`config.mk`:
```
export PLATFORM = sky130hd
export DESIGN_NAME = tm1638_frame_sched
export DESIGN_NICKNAME = d
export VERILOG_FILES = /design/src/rtl/tm1638_frame_sched.sv
export SDC_FILE = /design/constraint.sdc
export NUM_CORES = 1
export LEC_CHECK = 0
export CELL_PAD_IN_SITES_DETAIL_PLACEMENT = 0
export CELL_PAD_IN_SITES_GLOBAL_PLACEMENT = 1
export CORE_UTILIZATION = 49
export CTS_CLUSTER_DIAMETER = 150
export DETAILED_ROUTE_END_ITERATION = 10
export PLACE_DENSITY_LB_ADDON = 0.08
export SLEW_MARGIN = 20
export SYNTH_ARGS = -nofsm -noshare
export SYNTH_HDL_FRONTEND = slang
export SYNTH_SLANG_ARGS = --single-unit
```
`constraint.sdc`:
```
create_clock -name clk -period 3.9 [get_ports clk]
set_clock_uncertainty 0.2 [all_clocks]
set_input_delay 0.78 -clock clk [delete_from_list [all_inputs] [get_ports clk]]
set_output_delay 0.78 -clock clk [all_outputs]
set_load 0.02 [all_outputs]
```
`src/rtl/tm1638_frame_sched.sv`:
```
// TM1638 frame scheduler: drives the byte-level serial engine through key scan,
// write-mode, 16-byte display burst and display-control commands, then repeats.
module tm1638_frame_sched #(
  parameter int unsigned REFRESH_DIV = 120000,
  parameter int unsigned CS_GAP      = 2,
  parameter int unsigned RD_WAIT     = 12
) (
  input  logic       clk,
  input  logic       rst_n,
  input  logic       buf_we,
  input  logic [3:0] buf_addr,
  input  logic [7:0] buf_wdata,
  input  logic [2:0] brightness,
  input  logic       disp_on,
  input  logic       frame_req,
  input  logic       tm_busy,
  input  logic [7:0] tm_in,
  output logic       tm_cs,
  output logic       tm_rw,
  output logic       tm_latch,
  output logic [7:0] tm_out,
  output logic [7:0] keys,
  output logic       keys_chg,
  output logic       frame_done,
  output logic       active
);

  localparam int unsigned TW = (REFRESH_DIV > 1) ? $clog2(REFRESH_DIV) : 1;
  localparam int unsigned GW = (CS_GAP > 1) ? $clog2(CS_GAP) : 1;
  localparam int unsigned WW = (RD_WAIT > 1) ? $clog2(RD_WAIT) : 1;
  localparam logic [TW-1:0] TIMER_LOAD = TW'(REFRESH_DIV - 1);
  localparam logic [GW-1:0] GAP_LOAD   = GW'(CS_GAP - 1);
  localparam logic [WW-1:0] WAIT_LOAD  = WW'(RD_WAIT - 1);

  typedef enum logic [3:0] {
    S_IDLE, S_KEY_CMD, S_KEY_WAIT, S_KEY_RD, S_WR_MODE,
    S_ADDR, S_DATA, S_DCTL, S_DONE
  } state_t;

  typedef enum logic [2:0] {
    PH_START, PH_LATCH, PH_BLIND, PH_WAIT, PH_RISE
  } phase_t;

  state_t        state_q;
  phase_t        ph_q;
  logic [TW-1:0] timer_q;
  logic [GW-1:0] gap_q;
  logic [WW-1:0] wait_q;
  logic [3:0]    idx_q;
  logic          pend_q;
  logic          cs_q;
  logic          rw_q;
  logic          latch_q;
  logic [7:0]    out_q;
  logic [7:0]    keys_q;
  logic [7:0]    key_sh_q;
  logic          keys_chg_q;
  logic          frame_done_q;
  logic          active_q;
  logic [7:0]    buf_q  [16];
  logic [7:0]    snap_q [16];

  logic [7:0]    cmd_byte;
  state_t        after_rise;
  logic [7:0]    keys_d;
  logic          unused_tm_in;

  assign unused_tm_in = ^{tm_in[7:5], tm_in[3:1]};

  assign tm_cs      = cs_q;
  assign tm_rw      = rw_q;
  assign tm_latch   = latch_q;
  assign tm_out     = out_q;
  assign keys       = keys_q;
  assign keys_chg   = keys_chg_q;
  assign frame_done = frame_done_q;
  assign active     = active_q;

  always_comb begin
    cmd_byte = 8'h42;
    case (state_q)
      S_WR_MODE: cmd_byte = 8'h40;
      S_ADDR:    cmd_byte = 8'hC0;
      S_DCTL:    cmd_byte = {(disp_on ? 5'b10001 : 5'b10000), brightness};
      default:   cmd_byte = 8'h42;
    endcase
  end

  always_comb begin
    after_rise = S_DONE;
    case (state_q)
      S_KEY_RD:  after_rise = S_WR_MODE;
      S_WR_MODE: after_rise = S_ADDR;
      S_DATA:    after_rise = S_DCTL;
      default:   after_rise = S_DONE;
    endcase
  end

  // Byte 3 supplies keys S4/S8 directly so the update lands in the completion cycle.
  always_comb begin
    keys_d    = key_sh_q;
    keys_d[3] = tm_in[0];
    keys_d[7] = tm_in[4];
  end

  always_ff @(posedge clk or negedge rst_n) begin
    if (!rst_n) begin
      for (int unsigned i = 0; i < 16; i++) buf_q[i] <= '0;
    end else if (buf_we) begin
      buf_q[buf_addr] <= buf_wdata;
    end
  end

  always_ff @(posedge clk or negedge rst_n) begin
    if (!rst_n) begin
      state_q      <= S_IDLE;
      ph_q         <= PH_START;
      timer_q      <= '0;
      gap_q        <= '0;
      wait_q       <= '0;
      idx_q        <= '0;
      pend_q       <= 1'b0;
      cs_q         <= 1'b1;
      rw_q         <= 1'b1;
      latch_q      <= 1'b0;
      out_q        <= '0;
      keys_q       <= '0;
      key_sh_q     <= '0;
      keys_chg_q   <= 1'b0;
      frame_done_q <= 1'b0;
      active_q     <= 1'b0;
      for (int unsigned i = 0; i < 16; i++) snap_q[i] <= '0;
    end else begin
      latch_q      <= 1'b0;
      keys_chg_q   <= 1'b0;
      frame_done_q <= 1'b0;
      if (gap_q != '0) gap_q <= gap_q - GW'(1);
      if (frame_req && (state_q != S_IDLE)) pend_q <= 1'b1;

      case (state_q)
        S_IDLE: begin
          if (pend_q || frame_req || (timer_q == '0)) begin
            state_q  <= S_KEY_CMD;
            ph_q     <= PH_START;
            active_q <= 1'b1;
            pend_q   <= 1'b0;
            timer_q  <= TIMER_LOAD;
          end else begin
            timer_q <= timer_q - TW'(1);
          end
        end

        S_KEY_WAIT: begin
          if (wait_q == '0) begin
            state_q <= S_KEY_RD;
            ph_q    <= PH_LATCH;
            idx_q   <= '0;
          end else begin
            wait_q <= wait_q - WW'(1);
          end
        end

        S_DONE: begin
          frame_done_q <= 1'b1;
          active_q     <= 1'b0;
          if (!pend_q) timer_q <= TIMER_LOAD;
          state_q      <= S_IDLE;
        end

        default: begin
          case (ph_q)
            PH_START: begin
              if (gap_q == '0) begin
                cs_q  <= 1'b0;
                out_q <= cmd_byte;
                idx_q <= '0;
                ph_q  <= PH_LATCH;
              end
            end
            PH_LATCH: begin
              if (!tm_busy) begin
                latch_q <= 1'b1;
                ph_q    <= PH_BLIND;
              end
            end
            PH_BLIND: ph_q <= PH_WAIT;
            PH_WAIT: begin
              if (!tm_busy) begin
                case (state_q)
                  S_KEY_CMD: begin
                    rw_q    <= 1'b0;
                    wait_q  <= WAIT_LOAD;
                    state_q <= S_KEY_WAIT;
                  end
                  S_KEY_RD: begin
                    key_sh_q[{1'b0, idx_q[1:0]}] <= tm_in[0];
                    key_sh_q[{1'b1, idx_q[1:0]}] <= tm_in[4];
                    if (idx_q == 4'd3) begin
                      keys_q     <= keys_d;
                      keys_chg_q <= (keys_d != keys_q);
                      ph_q       <= PH_RISE;
                    end else begin
                      idx_q <= idx_q + 4'd1;
                      ph_q  <= PH_LATCH;
                    end
                  end
                  S_ADDR: begin
                    // Snapshot and first data byte both come from the pre-write buffer.
                    for (int unsigned i = 0; i < 16; i++) snap_q[i] <= buf_q[i];
                    out_q   <= buf_q[0];
                    idx_q   <= '0;
                    state_q <= S_DATA;
                    ph_q    <= PH_LATCH;
                  end
                  S_DATA: begin
                    if (idx_q == 4'd15) begin
                      ph_q <= PH_RISE;
                    end else begin
                      out_q <= snap_q[idx_q + 4'd1];
                      idx_q <= idx_q + 4'd1;
                      ph_q  <= PH_LATCH;
                    end
                  end
                  default: ph_q <= PH_RISE;
                endcase
              end
            end
            PH_RISE: begin
              cs_q    <= 1'b1;
              rw_q    <= 1'b1;
              gap_q   <= GAP_LOAD;
              state_q <= after_rise;
              ph_q    <= PH_START;
            end
            default: ph_q <= PH_START;
          endcase
        end
      endcase
    end
  end

endmodule

```
==> impl_results.md, run 1 <==
* Status: completed
* EDFF count, synth at 0
* Most used cell, CP: nand2_1
* Die ar. at 0.02981 sq mm
* Top post-synthesis cells by area: dfrtp_1 (55%), nand2_1 (12%), mux2_2 (11%)
* Rows at 62
* Pint at 6.719 mW
* Latest clock arrival within the worst-skew pair at 0.51 ns
* Synthesized instance count at 1310
* Netlist cell types at 76
* Final instance area at 0.01636 sq mm
* IO Port Bufs at 44
* Post-CTS setup buffer count at 0
* Sink Count at 318
* Final worst path period need at 3.059 ns
* CP max stage cell: dfrtp_1
* Power Dens Cells at 575.6 mW/mm^2
* Die X at 172.7 um
* Worst hold-check path type: primary input to asynchronous set/reset pin
* Area growth, synth to finish at 14.68%
* Top-Level Pins at 51
* Crit path cell chain: nand4b_1, nor3_2, nand3_4, buf_12, nand2_1, nand2_1
* Hold slack at 0.06321 ns
* Dpl cell area at 0.01518 sq mm
* Kind of critical path: flop to flop
* Worst Setup End Kind: flop
* Fmax achieved at 326.9 MHz
* Yosys Warn Count at 0
* Root Driver: clkbuf_16
* Gp weighted congestion at 0.8192
* CP max FO at 93
* Final Hold Fails at 0
* Max-Cap Viols at 0
* Largest net degree at the start of global routing at 94
* RSZ-0062 raised after global routing: false
* Ant diodes at 0
* Most used flip-flop cell after synthesis: dfrtp_1
* CTS H-tree depth at 2
* Starting DRT DRC Count at 552
* Avg Inst Size Synth at 10.89 sq um
* Via count at 9523
* Pre-antenna DRT Iters at 5
* Post-DRT Antenna Nets at 0
* CTS tree: done
* Post-route insts no fill at 1762
* Dpl cells at 1700
* Starting Density at 0.4972
* Slew headroom at 0.4172
* Vias in the first global route at 9550
* Max Slew Vio Count at 0
* Most used cells in the layout excluding fill and tap cells: nand2_1 (448), dfrtp_1 (316), mux2_2 (137), nor2_1 (46), clkdlybuf4s50_1 (43)
* Switch share at 0.2867
* Most common cell after layout, fill and taps aside: nand2_1
* Share of the yosys chip area belonging to registers at 0.5578
* Routed len/inst at 18.73 um
* Total grt overflow at 0
* Die Span Y at 172.7 um
* Fraction of layout cells with a size suffix above 1 at 0.1959
* Top-area cell type share of the netlist area at 0.5541
* Area occupied by multi-input gates at 0.005968 sq mm
* Part of the power in registers at 0.455
* Critical Path AT at 3.26 ns
* # fillers at 2504
* First-pass GRT wire length at 54230 um
* Setup TNS at 0 ns
* Post-CTS sizing at 0
* Clock share of power at 0.356
* Largest delay share family, worst path: simple AND/OR/NAND/NOR gates
* NetSw at 2.701 mW
* DP Wirelength at 21130 um
* Top cell type by total area after synthesis: dfrtp_1
* Vias per cell at 5.405
* CTS Buf Count at 36
* Final setup fails at 0
* Power Total at 9.420 mW
* Synthesized area at 0.01427 sq mm
* Startpoint Class: flop
* Syn_nets at 1347
* Clock-pin slew on the worst setup and hold paths at 0.06 ns
* FF/Latch Area at 0.007960 sq mm
* Core Area at 0.02870 sq mm
* Worst path max stage delay at 0.91 ns
* Fin nets at 1391
* Clk buf depth at 3
* Initial antenna violation count at 0
* WP buf/inv at 1
* Hold buffers post-CTS at 0
* Residual DRC count at 0
* Period utilisation layout at 0.7843
* Post-synthesis register bit count at 318
* Routed WL at 33010 um
* VDD IR-drop max at 331.9 uV
* Tightest Pin Transition at 0.8742 ns
* Comb pwr share at 0.188
* P_leak at 7.708 nW
* Post-synth ARST share at 1.000
* Total GRT Usage at 0.2311
* Required time worst endpoint at 4.11 ns
==> cell families (layout without fill, tap and decap cells) <==
family                     Yosys count  count (layout)  share of synthesized area
AOI/OAI and AO/OA                   94              94                    0.04946
xor gates and xnor gates            20              20                    0.01359
adders and majority gates            8               8                   0.007015
buffers and inverters               78             146                    0.02516
DFF                                318             318                     0.5578
muxes                              190             190                     0.1648
and+or+nand+nor                    602             602                     0.1821
==> synth_stat cells, types with 4 or more instances <==
library cell,instances
a21oi_1,14
a22oi_1,8
a31oi_1,10
and2_1,5
and3_1,8
buf_2,26
buf_6,4
clkbuf_1,35
dfrtp_1,316
ha_1,8
inv_1,11
mux2_1,11
mux2_2,137
mux2i_1,19
mux4_2,20
nand2_1,448
nand2b_1,10
nand3_1,18
nand3b_1,8
nand4_1,9
nor2_1,46
nor3_1,14
nor4_1,7
o21ai_0,16
o22ai_1,5
o31ai_1,4
or3_1,5
xnor2_1,5
xor2_1,14
==> path summary, 6_finish.rpt <==
check / startpoint / endpoint / slack [ns] / cells past startpoint
worst max register to register: state_q[0]$_DFFE_PN0P_ / snap_q[45]$_DFFE_PN0P_ / 0.84 / 6
worst min register to register: buf_q[69]$_DFFE_PN0P_ / snap_q[69]$_DFFE_PN0P_ / 0.25 / 2
worst max-delay path: state_q[0]$_DFFE_PN0P_ / snap_q[45]$_DFFE_PN0P_ / 0.84 / 6
min in group clk: buf_q[69]$_DFFE_PN0P_ / snap_q[69]$_DFFE_PN0P_ / 0.25 / 2
max in group asynchronous: rst_n / snap_q[99]$_DFFE_PN0P_ / 2.59 / 2
worst min-delay path: rst_n / keys[7]$_DFFE_PN0P_ / 0.06 / 1
==> stage by stage <==
stage	worst slack [ns]	util
final	0.8414	0.5701
after global routing	0.6716	0.5701
after CTS	0.8099	0.5701
after detailed placement	0.8302	0.5290
after global placement	0.8317	0.5290
after floorplan	1.097	-
==> sequential cells by signal (all words and copies together), names as in the netlist <==
signal / flops
key_sh_q: 6
keys_chg: 1
tm_rw: 1
frame_done: 1
active: 1
snap_q: 128
tm_out: 8
timer_q: 17
buf_q: 128
keys: 8
tm_cs: 1
pend_q: 1
tm_latch: 1
ph_q: 3
state_q: 4
idx_q: 4
gap_q: 1
wait_q: 4
==> power groups by stage <==
stage	sequential (mW)	combinational, mW	clock [mW]
floorplan	4.18	1.38	0
global placement	4.33	1.76	0
detailed placement	4.35	1.79	0
CTS	4.29	1.80	3.44
global route	4.37	1.98	3.57
finish	4.29	1.78	3.36
==> routing by layer <==
layer,share of wire,global-route usage
met5,0,0
met4,0.016,0.04867
met3,0.029,0.03540
met2,0.48,0.3765
met1,0.47,0.3293
==> layout make-up <==
type                    instances  area share
flip-flops and latches        318      0.4864
multi-input cells             914      0.3647
clock buffers                  52     0.06553
repair buffers                 72     0.04465
well taps                     384     0.02936
clock inverters                10    0.006575
inverters                      12    0.002753
Power figures use the tool's default switching activity.
==> run 2, diff against run 1 <==
clock period = 3 ns   (was 3.9 ns; I/O delays follow)
==> run 2 against run 1 <==
Routed wire length down 0.26%. Clock power up 25%. Count of clock-buffer cells in the layout up 2. Sequential power up 28%. Non-clock buffer count up 31. Sequential cell count unchanged. Fmax up 14%. Final cell count up 1.7%. Critical path depth up 1. Combinational power up 42%. Sequential share of layout area down 0.75 points. Die area unchanged. Critical endpoint is now tm_out[0]$_DFFE_PN0P_.
==> impl_results.md, run 2 (synthesis results as in run 1) <==
* Power Dens Cells at 736.2 mW/mm^2 (+28%)
* CTS Buf Count at 36 (unchanged)
* Residual DRC count at 0 (unchanged)
* Post-route insts no fill at 1792 (+1.7%)
* Sink Count at 318 (unchanged)
* CP max FO at 16 (-83%)
* Initial antenna violation count at 0 (unchanged)
* Top-Level Pins at 51 (unchanged)
* Critical Path AT at 2.86 ns (-0.40 ns)
* Most used cell, CP: a31oi_1
* Post-DRT Antenna Nets at 0 (unchanged)
* Core Area at 0.02870 sq mm (unchanged)
* # fillers at 2546 (+1.7%)
* Gp weighted congestion at 0.8242 (+0.61%)
* Status: completed
* Fraction of layout cells with a size suffix above 1 at 0.2095 (+0.01358)
* Dpl cells at 1730 (+1.8%)
* RSZ-0062 raised after global routing: false
* Power Total at 12.24 mW (+30%)
* Via count at 9587 (+0.67%)
* Die Span Y at 172.7 um (unchanged)
* Pre-antenna DRT Iters at 5 (unchanged)
* Post-CTS setup buffer count at 0 (unchanged)
* Max Slew Vio Count at 0 (unchanged)
* Latest clock arrival within the worst-skew pair at 0.51 ns (about the same)
* Fin nets at 1422 (+2.2%)
* Clock-pin slew on the worst setup and hold paths at 0.06 ns (about the same)
* Routed WL at 32920 um (-0.26%)
* Rows at 62 (unchanged)
* CP max stage cell: xor2_4
* Hold depth at 2
* DP Wirelength at 21290 um (+0.77%)
* Required time worst endpoint at 3.17 ns (-0.94 ns)
* Util after Layout at 0.5791 (+0.008980)
* Die ar. at 0.02981 sq mm (unchanged)
* Tightest Pin Transition at 0.8279 ns (-0.04625 ns)
* Max-Cap Viols at 0 (unchanged)
* Die X at 172.7 um (unchanged)
* Post-CTS sizing at 0 (unchanged)
* Reg2Reg Setup Slack at 0.31 ns (-0.53 ns)
* Ant diodes at 0 (unchanged)
* Vias in the first global route at 9804 (+2.7%)
* Vias per cell at 5.350 (-1.0%)
* Crit path cell chain: ha_1, xor2_4, buf_4, mux2i_1, a32oi_1, a31oi_1, a31oi_1
* Routed len/inst at 18.37 um (-1.9%)
* WP buf/inv at 1 (unchanged)
* CTS tree: done
* Critical path depth at 7 (+1)
* Most used cells in the layout excluding fill and tap cells: nand2_1 (448), dfrtp_1 (316), mux2_2 (137), nor2_1 (46), buf_4 (46)
* CTS H-tree depth at 2 (unchanged)
* Final Hold Fails at 0 (unchanged)
* Worst hold-check path type: flop to flop
* P_leak at 7.852 nW (+1.9%)
* Worst path max stage delay at 0.51 ns (-0.40 ns)
* Worst Setup End Kind: flop
* Largest delay share family, worst path: XOR/XNOR gates
* Largest net degree at the start of global routing at 118 (+26%)
* Total GRT Usage at 0.2316 (+0.0004559)
* Area occupied by multi-input gates at 0.005968 sq mm (unchanged)
* Most common cell after layout, fill and taps aside: nand2_1
* Period utilisation layout at 0.8977 (+0.1135)
* Slew headroom at 0.4463 (+0.02911)
* Fmax achieved at 371.3 MHz (+14%)
* First-pass GRT wire length at 54310 um (+0.14%)
* IO Port Bufs at 44 (unchanged)
* Starting DRT DRC Count at 678 (+23%)
* Largest regs: buf_q x128, snap_q x128, timer_q x17
* Final worst path period need at 2.693 ns (-0.3654 ns)
* Final setup fails at 0 (unchanged)
* FF/Latch Area at 0.007960 sq mm (unchanged)
* Kind of critical path: flop to flop
* Startpoint Class: flop
* Clk buf depth at 3 (unchanged)
* Root Driver: clkbuf_16
* Area growth, synth to finish at 16.48%
* Hold slack at 0.2549 ns (+0.1917 ns)
* Worst R2R Path Depth at 7 (+1)
* Setup TNS at 0 ns (unchanged)
* VDD IR-drop max at 390.5 uV (+18%)
* Total grt overflow at 0 (unchanged)
* Starting Density at 0.4972 (unchanged)
==> run 2: cell count changes in the layout (fill, tap and decap cells not counted), sizes merged <==
cell	change
clkbuf	+2
buf	+30
clkinv	-4
dlygate4sd3	+1
bufinv	-1
inv	+2
==> run 2: layer usage <==
metal  up-vias  GRT usage  wire, um
li1       4605          -         -
met1      4760     0.3291     15460
met2       177     0.3750     15490
met3        45    0.02924      1287
met4         0    0.06637       688
met5         -          0         0
==> run 2: report_power, final <==
part / internal [mW] / switching, mW / total [mW]
clock network: 2.52 / 1.68 / 4.20
registers: 5.00 / 0.505 / 5.50
logic: 1.20 / 1.33 / 2.53
==> run 2: final timing paths <==
kind | startpoint | end
worst min-delay path | buf_q[112]$_DFFE_PN0P_ | snap_q[112]$_DFFE_PN0P_
worst min register to register | buf_q[112]$_DFFE_PN0P_ | snap_q[112]$_DFFE_PN0P_
min in group asynchronous | rst_n | keys[5]$_DFFE_PN0P_
worst max register to register | idx_q[1]$_DFFE_PN0P_ | tm_out[0]$_DFFE_PN0P_
worst max-delay path | idx_q[1]$_DFFE_PN0P_ | tm_out[0]$_DFFE_PN0P_
max in group asynchronous | rst_n | buf_q[101]$_DFFE_PN0P_
==> run 2: cell type report <==
type	count	area share
Tap cell	384	0.02890
Sequential cell	318	0.4789
Inverter	12	0.002710
Multi-Input combinational cell	914	0.3591
Clock inverter	7	0.004065
Timing Repair Buffer	103	0.06263
Clock buffer	54	0.06376
==> run 2: worst min-delay path, stage by stage, from the launching register on <==
cell and delay [ns]:
dfrtp_1 0.34, nand2_1 0.05, nand2_1 0.05
==> run 2: through the flow <==
stage / area, sq um / setup slack (ns)
after floorplan: 14270 / 0.1974
after global routing: 16620 / 0.1013
final: 16620 / 0.3068
after global placement: 15480 / 0.1983
after CTS: 16620 / 0.2531
after detailed placement: 15480 / 0.1948
==> run 2: what timing repair did <==
item                                    CTS  global route
hold endpoints to repair                 64             0
endpoints found under the setup margin    0             0
hold buffers                              1             0
==> run 3, diff against run 2 <==
RECOVER_POWER = 50   (was default)
==> run 3 against run 2 <==
The flow now finishes with violations (capacitance limit, slew limit). First-iteration DRC count is 2.1% lower. Via count is 0.16% higher. Power is 0.21% lower. Design area is 0.26% lower. Critical path type unchanged. Largest power group unchanged.
==> impl_results.md, run 3 (synthesis results as in run 1) <==
* Status: complete, but fails checks
* Violated checks: capacitance limit, slew limit
* WP buf/inv at 1 (unchanged)
* Root Driver: clkbuf_16
* Kind of critical path: flop to flop
* Final instance area at 0.01658 sq mm (-0.26%)
* P_leak at 7.826 nW (-0.34%)
* Fraction of layout cells with a size suffix above 1 at 0.2067 (-0.002841)
* Post-DRT Antenna Nets at 0 (unchanged)
* Clock-pin slew on the worst setup and hold paths at 0.06 ns (about the same)
* Startpoint Class: flop
* Starting Density at 0.4972 (unchanged)
* Die ar. at 0.02981 sq mm (unchanged)
* Total GRT Usage at 0.2316 (unchanged)
* Total grt overflow at 0 (unchanged)
* IO Port Bufs at 44 (unchanged)
* Pre-antenna DRT Iters at 5 (unchanged)
* Fin nets at 1422 (unchanged)
* Power Dens Cells at 736.5 mW/mm^2 (about the same)
* Hold slack at 0.2568 ns (+0.001854 ns)
* Worst hold-check path type: flop to flop
* Die Span Y at 172.7 um (unchanged)
* RSZ-0062 raised after global routing: false
* Final Hold Fails at 0 (unchanged)
* Hold depth at 2 (unchanged)
* CTS Buf Count at 36 (unchanged)
* Vias per cell at 5.358 (+0.16%)
* Required time worst endpoint at 3.17 ns (about the same)
* Reg2Reg Setup Slack at 0.31 ns (about the same)
* VDD IR-drop max at 387.7 uV (-0.72%)
* CTS H-tree depth at 2 (unchanged)
* Critical Path AT at 2.86 ns (about the same)
* Worst R2R Path Depth at 7 (unchanged)
* Top-Level Pins at 51 (unchanged)
* Worst Setup End Kind: flop
* CP max stage cell: xor2_4
* Clock share of power at 0.344 (about the same)
* Slew headroom at -0.2049 (-0.6512)
* Fmax achieved at 371.1 MHz (about the same)
* Vias in the first global route at 9804 (unchanged)
* Period utilisation layout at 0.8983 (about the same)
* Most used cells in the layout excluding fill and tap cells: nand2_1 (448), dfrtp_1 (316), mux2_2 (137), nor2_1 (46)
* Ant diodes at 0 (unchanged)
* Routed WL at 32900 um (about the same)
* Critical path depth at 7 (unchanged)
* CTS tree: done
* Worst r2r dst: tm_out[0]$_DFFE_PN0P_
* Part of the power in registers at 0.451 (about the same)
* Routed len/inst at 18.36 um (about the same)
* Post-CTS setup buffer count at 0 (unchanged)
* Starting DRT DRC Count at 664 (-2.1%)
* Comb pwr share at 0.205 (-0.002)
* Core Area at 0.02870 sq mm (unchanged)
* Max-Cap Viols at 1 (+1)
* Residual DRC count at 0 (unchanged)
* Clk buf depth at 3 (unchanged)
* Largest net degree at the start of global routing at 118 (unchanged)
* Die X at 172.7 um (unchanged)
* Setup TNS at 0 ns (unchanged)
* Dpl cells at 1730 (unchanged)
* Latest clock arrival within the worst-skew pair at 0.51 ns (about the same)
* Max Slew Vio Count at 69 (+69)
* Util after Layout at 0.5776 (-0.001482)
* Final worst path period need at 2.695 ns (+0.001769 ns)
* Via count at 9602 (+0.16%)
* Switch share at 0.2870 (about the same)
* Tightest Pin Transition at 1.807 ns (+0.9794 ns)
* Sink Count at 318 (unchanged)
* Area growth, synth to finish at 16.19%
* Worst Hold Path EP: snap_q[112]$_DFFE_PN0P_
* NetSw at 3.504 mW (-0.26%)
* Pint at 8.707 mW (-0.19%)
* Gp weighted congestion at 0.8242 (unchanged)
* Dpl cell area at 0.01548 sq mm (unchanged)
* Most common cell after layout, fill and taps aside: nand2_1
* # fillers at 2554 (+0.31%)
* CP max FO at 16 (unchanged)
* Most used cell, CP: a31oi_1
* Initial antenna violation count at 0 (unchanged)
* Final setup fails at 0 (unchanged)
* Worst r2r src: idx_q[1]$_DFFE_PN0P_
* Rows at 62 (unchanged)
* Hold_sp: buf_q[112]$_DFFE_PN0P_
* Largest regs: buf_q x128, snap_q x128, timer_q x17
* Post-route insts no fill at 1792 (unchanged)
* Worst path max stage delay at 0.52 ns (about the same)
* First-pass GRT wire length at 54310 um (unchanged)
* Crit path cell chain: ha_1, xor2_4, buf_4, mux2i_1, a32oi_1, a31oi_1, a31oi_1
* Worst Setup SP: idx_q[1]$_DFFE_PN0P_
* DP Wirelength at 21290 um (unchanged)
* Largest delay share family, worst path: XOR/XNOR gates
[run 3: cell count changes in the layout (fill, tap and decap cells not counted), sizes merged]
cell	delta
buf	-4
clkbuf	+4
clkdlybuf4s50	-1
dlygate4sd3	+1
[run 3: power by group through the flow]
| stage | registers (mW) | logic (mW) | clock network, mW |
|---|---|---|---|
| floorplan | 5.43 | 1.79 | 0 |
| global placement | 5.55 | 2.50 | 0 |
| detailed placement | 5.58 | 2.55 | 0 |
| CTS | 5.50 | 2.56 | 4.33 |
| global route | 5.61 | 2.78 | 4.50 |
| finish | 5.50 | 2.51 | 4.20 |
[run 3: layout make-up]
type,count,area (sq um),share of cell area
clock buffer,54,1060,0.06392
clock inverter,7,67.56,0.004075
inverter,12,45.04,0.002717
multi-input combinational,914,5968,0.3600
sequential,318,7960,0.4801
tap,384,480.5,0.02898
timing repair buffer,103,998.5,0.06022
[run 3: tightest hold or removal path: cells and delay by family, from the launching register on]
family | cells | cell delay, ns
flip-flops | 1 | 0.34
AND/OR/NAND/NOR | 2 | 0.10
[run 3: through the flow]
stage	power, mW	worst slack (ns)
after CTS	12.39	0.2531
after global placement	8.053	0.1983
after global routing	12.90	0.05306
after floorplan	7.226	0.1974
final	12.21	0.3050
after detailed placement	8.122	0.1948
[run 3: metal layers]
| metal | vias up | GRT usage | wire length [um] |
|---|---|---|---|
| li1 | 4605 | - | - |
| met1 | 4781 | 0.3291 | 15560 |
| met2 | 168 | 0.3750 | 15460 |
| met3 | 48 | 0.02924 | 1193 |
| met4 | 0 | 0.06637 | 687 |
| met5 | - | 0 | 0 |
[run 3: how the worst max path moves through the flow]
stage                                   endpoint
after floorplan            tm_out[4]$_DFFE_PN0P_
after global placement     tm_out[1]$_DFFE_PN0P_
after detailed placement   tm_out[1]$_DFFE_PN0P_
after CTS                  tm_out[0]$_DFFE_PN0P_
after global routing      snap_q[25]$_DFFE_PN0P_
final                      tm_out[0]$_DFFE_PN0P_
[run 3: repair_timing]
item | in CTS | in global routing
resized for setup | 0 | 0
endpoints found under the hold margin | 64 | 0
hold buffers | 1 | 0
